[src/rtl/pc_sequencer.sv]
// rtl/pc_sequencer.sv - fetch-stage program counter with branch/jump select and return-address stack
// Define PC_RAS_EN to build the RAS; without it CALL and RET fall back to JUMP behaviour.
module pc_sequencer #(
  parameter int ADDR_WIDTH = 32,
  parameter logic [ADDR_WIDTH-1:0] RESET_VECTOR = '0,
  parameter int INC = 4,
  parameter int RAS_DEPTH = 4
) (
  input  logic                  CLK,
  input  logic                  RST,
  input  logic                  STALL,
  input  logic                  BRANCH_TAKEN,
  input  logic [ADDR_WIDTH-1:0] BRANCH_TARGET,
  input  logic                  JUMP,
  input  logic [ADDR_WIDTH-1:0] JUMP_TARGET,
  input  logic                  CALL,
  input  logic                  RET,
  output logic [ADDR_WIDTH-1:0] PC,
  output logic [ADDR_WIDTH-1:0] PC_NEXT_SEQ,
  output logic                  RAS_EMPTY,
  output logic                  RAS_FULL,
  output logic                  RAS_UNDERFLOW
);

  logic [ADDR_WIDTH-1:0] pc_q;
  logic [ADDR_WIDTH-1:0] pc_next;
  logic [ADDR_WIDTH-1:0] seq;
  logic                  underflow_q;
  logic                  ret_empty;

  assign seq           = pc_q + ADDR_WIDTH'(INC);
  assign PC            = pc_q;
  assign PC_NEXT_SEQ   = seq;
  assign RAS_UNDERFLOW = underflow_q;

`ifdef PC_RAS_EN
  localparam int PW = $clog2(RAS_DEPTH);

  logic [ADDR_WIDTH-1:0] ras_mem [RAS_DEPTH];
  logic [PW-1:0]         top_q;
  logic [PW:0]           count_q;
  logic                  empty;
  logic                  push;
  logic                  pop;
  logic                  swap;
  logic [PW-1:0]         wr_ptr;

  assign empty     = (count_q == '0);
  assign ret_empty = RET & empty;
  assign RAS_EMPTY = empty;
  assign RAS_FULL  = (count_q == (PW+1)'(RAS_DEPTH));

  // CALL+RET on a live stack swaps the top entry in place instead of pop-then-push
  always_comb begin
    push = 1'b0;
    pop  = 1'b0;
    swap = 1'b0;
    if (!STALL) begin
      if (RET) begin
        if (empty)     push = CALL;
        else if (CALL) swap = 1'b1;
        else           pop  = 1'b1;
      end else if (CALL) begin
        push = 1'b1;
      end
    end
  end

  assign wr_ptr = swap ? top_q : top_q + PW'(1);

  always_comb begin
    pc_next = seq;
    if (RET)               pc_next = empty ? JUMP_TARGET : ras_mem[top_q];
    else if (CALL || JUMP) pc_next = JUMP_TARGET;
    else if (BRANCH_TAKEN) pc_next = BRANCH_TARGET;
  end

  always_ff @(posedge CLK) begin
    if (push || swap) ras_mem[wr_ptr] <= seq;
  end

  // A push onto a full stack still advances top, overwriting the oldest entry
  always_ff @(posedge CLK or negedge RST) begin
    if (!RST) begin
      top_q   <= '0;
      count_q <= '0;
    end else if (push) begin
      top_q <= top_q + PW'(1);
      if (count_q != (PW+1)'(RAS_DEPTH)) count_q <= count_q + (PW+1)'(1);
    end else if (pop) begin
      top_q   <= top_q - PW'(1);
      count_q <= count_q - (PW+1)'(1);
    end
  end
`else
  assign ret_empty = 1'b0;
  assign RAS_EMPTY = 1'b1;
  assign RAS_FULL  = 1'b0;

  always_comb begin
    pc_next = seq;
    if (RET || CALL || JUMP) pc_next = JUMP_TARGET;
    else if (BRANCH_TAKEN)   pc_next = BRANCH_TARGET;
  end
`endif

  always_ff @(posedge CLK or negedge RST) begin
    if (!RST) begin
      pc_q        <= RESET_VECTOR;
      underflow_q <= 1'b0;
    end else if (STALL) begin
      underflow_q <= 1'b0;
    end else begin
      pc_q        <= pc_next;
      underflow_q <= ret_empty;
    end
  end

endmodule

[config.mk]
export PLATFORM = sky130hd
export DESIGN_NAME = pc_sequencer
export DESIGN_NICKNAME = d
export VERILOG_FILES = /design/src/rtl/pc_sequencer.sv
export SDC_FILE = /design/constraint.sdc
export NUM_CORES = 1
export LEC_CHECK = 0
export CAP_MARGIN = 20
export CORE_MARGIN = 1.5
export CORE_UTILIZATION = 40
export CTS_BUF_LIST = sky130_fd_sc_hd__clkbuf_16
export DETAILED_ROUTE_END_ITERATION = 10
export GPL_ROUTABILITY_DRIVEN = 1
export PLACE_DENSITY = 0.77
export SLEW_MARGIN = 15
export SYNTH_ARGS = -nofsm -noshare
export SYNTH_HDL_FRONTEND = slang
export SYNTH_SLANG_ARGS = --single-unit
[constraint.sdc]
create_clock -name CLK -period 2.7 [get_ports CLK]
set_input_delay 0.27 -clock CLK [delete_from_list [all_inputs] [get_ports CLK]]
set_output_delay 0.27 -clock CLK [all_outputs]
set_load 0.005 [all_outputs]
==> results.txt <==
- The critical path goes through nand4_4, or4_1, buf_4, xnor2_1, clkdlybuf4s50_1.
- Of the cells placed in the final design, the portion with a size suffix greater than 1 is 0.149.
- Drt wl/cell: 17.8 um
- Highest-count cells in the layout ignoring fill and taps: sky130_fd_sc_hd__clkdlybuf4s50_1 (132), sky130_fd_sc_hd__nand2_1 (44), sky130_fd_sc_hd__buf_4 (38), sky130_fd_sc_hd__nand3_1 (24), sky130_fd_sc_hd__o21ai_0 (22)
* Largest register FFs: 32
- The Yosys step of the flow raised 0 warnings.
- The cell family contributing the most delay on the critical path is buffers and inverters.
- Of all nets on the critical path, the largest fanout is 8.
* Slew at the pin with the worst max-slew slack: 0.800 ns
- At the later pin of the worst-skew pair, clock insertion delay measures 0.28 ns.
- Clk_skew: 0.00642 ns
- Worst slack, placed: 0.254 ns
- 0 antenna diodes ended up in the layout.
* Global route total overflow: 0
- Global Route Usage Sum: 0.284
* Initial standard-cell utilization of the core: 0.419
- PnR Total Power: 1.99 mW
- In this run the cell area of the synthesized design comes to 2900 um^2.
* Number of synthesized flops with an enable pin: 0
* Post-synthesis average cell area: 7.72 um^2
* Most frequent standard cell in the layout excluding fill and tap cells: sky130_fd_sc_hd__clkdlybuf4s50_1
* Clk sinks: 32
- The multi-input combinational cells in the finished layout cover a total of 1940 um^2.
* Vias: 3651
* Number of global-route vias before repair: 3628
- Antenna violations before repair: 0
* Residual DRC: 0
* Share of the yosys chip area belonging to registers: 0.277
* Count of buffering cells on the critical path with inverters included: 2
- After clock tree synthesis, the flow added hold-fix buffers numbering 0.
- Worst setup margin: 0.0897 ns
- Number of max-slew violations in the final report: 0
- Data arrival time at the worst-slack endpoint: 2.34 ns
- The net count of the finished layout is 593.
- The worst pin sits at a relative slew slack of 0.466.
- Synthesis produced 375 cells.
- The routed design has 11.0 mm of wire.
* Worst min-delay path category: input pin to async pin
- In this run the standard cell core region covers 6910 um^2.
- After clock tree synthesis, the clock-pin slew on the worst setup and hold paths is 0.06 ns.
- The H-tree was split into 2 levels.
- Post-detailed-placement half-perimeter wirelength: 7.69 mm
- Crit path time final: 2.61 ns
* Die Span X: 88.1 um
* Number of CTS-inserted buffers: 5
- Fill cell count: 582
- Primary FF master, synth: sky130_fd_sc_hd__dfrtp_1
* Reg area: 818 um^2
* Unrepaired setup endpoints after global routing: true
- Static timing analysis puts the maximum clock frequency at 0.383 GHz.
- Critical path data required time: 2.43 ns
- TritonCTS clock tree: yes
* Chip Height: 88.1 um
- Power per cell area: 420 nW/um^2
- For this run, asynchronously set or reset flops after synthesis account for 1.00.
- Of the available clock period, the critical path in the final layout requires 0.967.
- Port buffering added 134 buffers.
- The synthesized netlist contains 56 unique library cells.
* Outcome: finished clean
- STA classifies the critical path startpoint as a register.
- Counting along the longest clock path gives a buffer depth of 2.
- Setup violations remaining at the end of the flow were counted as 0.
- Using the TritonRoute via totals, the vias-per-cell ratio works out to 5.91.
- The largest single stage delay on the critical path is 0.55 ns.
- Entering global routing, the biggest net connects 35 pins.
- Once detail routing completed, the nets flagged for antenna violations numbered 0.
* Buffer type at the clock tree root: sky130_fd_sc_hd__clkbuf_16
- Final Hold Fails: 0
* Max-capacitance violation count: 0
- In this run the count of I/O pins placed on the die edge is 138.
- The first global-routing pass estimated 17.4 mm of wire.
- 1st-pass router iterations: 5
- Maximum resistive drop on vdd: 233 uV
- STA classifies the critical path endpoint as an output port.
* Critical path's slowest cell: sky130_fd_sc_hd__or4_1
- First-iteration detailed-routing DRC count: 274
- The congestion estimate from routability-driven global placement came to 0.848.
- Row generation in the floorplan step produced 30 rows.
- Critical path start-end classification: register to output port
- Summed over all cells, the static leakage comes to 1.88 nW.
- Die outline area: 7760 um^2
- Relative to the synthesized area, the layout overhead comes to 63.4%.
- Flip-flop and latch count after synthesis: 32
-- stage by stage --
step | hold WS [ns] | util | area [um^2] | TNS [ns] | cells
6_report | 0.0762 | 0.685 | 4730 | 0 | 618
5_1_grt | 0.134 | 0.685 | 4730 | -0.0678 | 618
4_1_cts | 0.101 | 0.663 | 4580 | 0 | 605
3_5_place_dp | 0.391 | 0.636 | 4390 | 0 | 595
3_3_place_gp | 0.390 | 0.636 | 4390 | 0 | 595
2_1_floorplan | -0.0256 | - | 2900 | 0 | 376
-- synth_stat cells (all sizes together) (9+ instances only) --
cell type	instances	area, um^2
nand2	44	165
dfrtp	32	801
nand3	24	120
nor3	22	120
o21ai	22	110
clkbuf	20	75.1
buf	16	91.3
a21oi	15	75.1
nor2	15	56.3
xnor2	15	131
and3	12	75.1
nand4	12	96.3
a31oi	11	68.8
xor2	11	96.3
and4	10	87.6
inv	9	33.8
-- layer usage --
layer / wire [um] / track usage / part of all wire
met5: 0 / 0 / 0
met4: 195 / 0.0966 / 0.018
met3: 922 / 0.0500 / 0.084
met2: 5430 / 0.495 / 0.49
met1: 4450 / 0.353 / 0.40
-- logic make-up (layout without fill, tap and decap cells) --
| kind of cell | count (synthesis) | in the layout | share of synthesized area |
|---|---|---|---|
| xor+xnor | 26 | 26 | 0.0787 |
| simple gates | 164 | 164 | 0.312 |
| other cells | 2 | 3 | 0.00259 |
| fa+ha+maj | 1 | 1 | 0.00432 |
| flops | 32 | 32 | 0.277 |
| mux | 2 | 2 | 0.00691 |
| compound gates | 103 | 103 | 0.249 |
| buf+inv | 45 | 191 | 0.0691 |
-- power breakdown --
group | internal, mW | switching, mW | leakage (nW) | total, mW
clock | 0.433 | 0.224 | 0.0798 | 0.658
sequential | 0.538 | 0.0993 | 0.370 | 0.638
combinational | 0.415 | 0.275 | 1.43 | 0.690
-- worst reg2reg max path, delay by kind of cell, from the launching register on --
kind                     cells  cell delay (ns)
AO/OA/AOI/OAI                2             0.46
adder cells (fa/ha/maj)      1             0.23
buffers and inverters        3             0.49
flip-flops                   1             0.42
AND/OR/NAND/NOR              2             0.44
-- path summary, 6_finish.rpt --
check                                        from                  to  slack [ns]  cells past startpoint
worst max-delay path            PC[5]$_DFFE_PN0N_     PC_NEXT_SEQ[15]        0.09                      5
worst min-delay path                          RST  PC[26]$_DFFE_PN0N_        0.08                      1
worst max register to register  PC[3]$_DFFE_PN0N_  PC[20]$_DFFE_PN0N_        0.53                      8
worst min register to register  PC[1]$_DFFE_PN0P_   PC[1]$_DFFE_PN0P_        0.57                      2
max in group asynchronous                     RST  PC[22]$_DFFE_PN0N_        2.06                      1
min in group CLK                   JUMP_TARGET[5]   PC[5]$_DFFE_PN0N_        0.56                      3
-- timing repair --
| action | 4_1_cts | 5_1_grt |
|---|---|---|
| pin swaps | 1 | 4 |
| setup buffers | 2 | 13 |
| setup endpoints to repair | 7 | 17 |
| gates resized for setup | 4 | 16 |
-- area by class of cell --
class	count	area share
clock buffer	5	0.0265
inverter	9	0.00714
sequential	32	0.173
timing repair buffer	174	0.348
multi-input combinational	299	0.411
tap	96	0.0254
clock inverter	3	0.00899
Note: power is estimated with default switching activity, not from simulation.
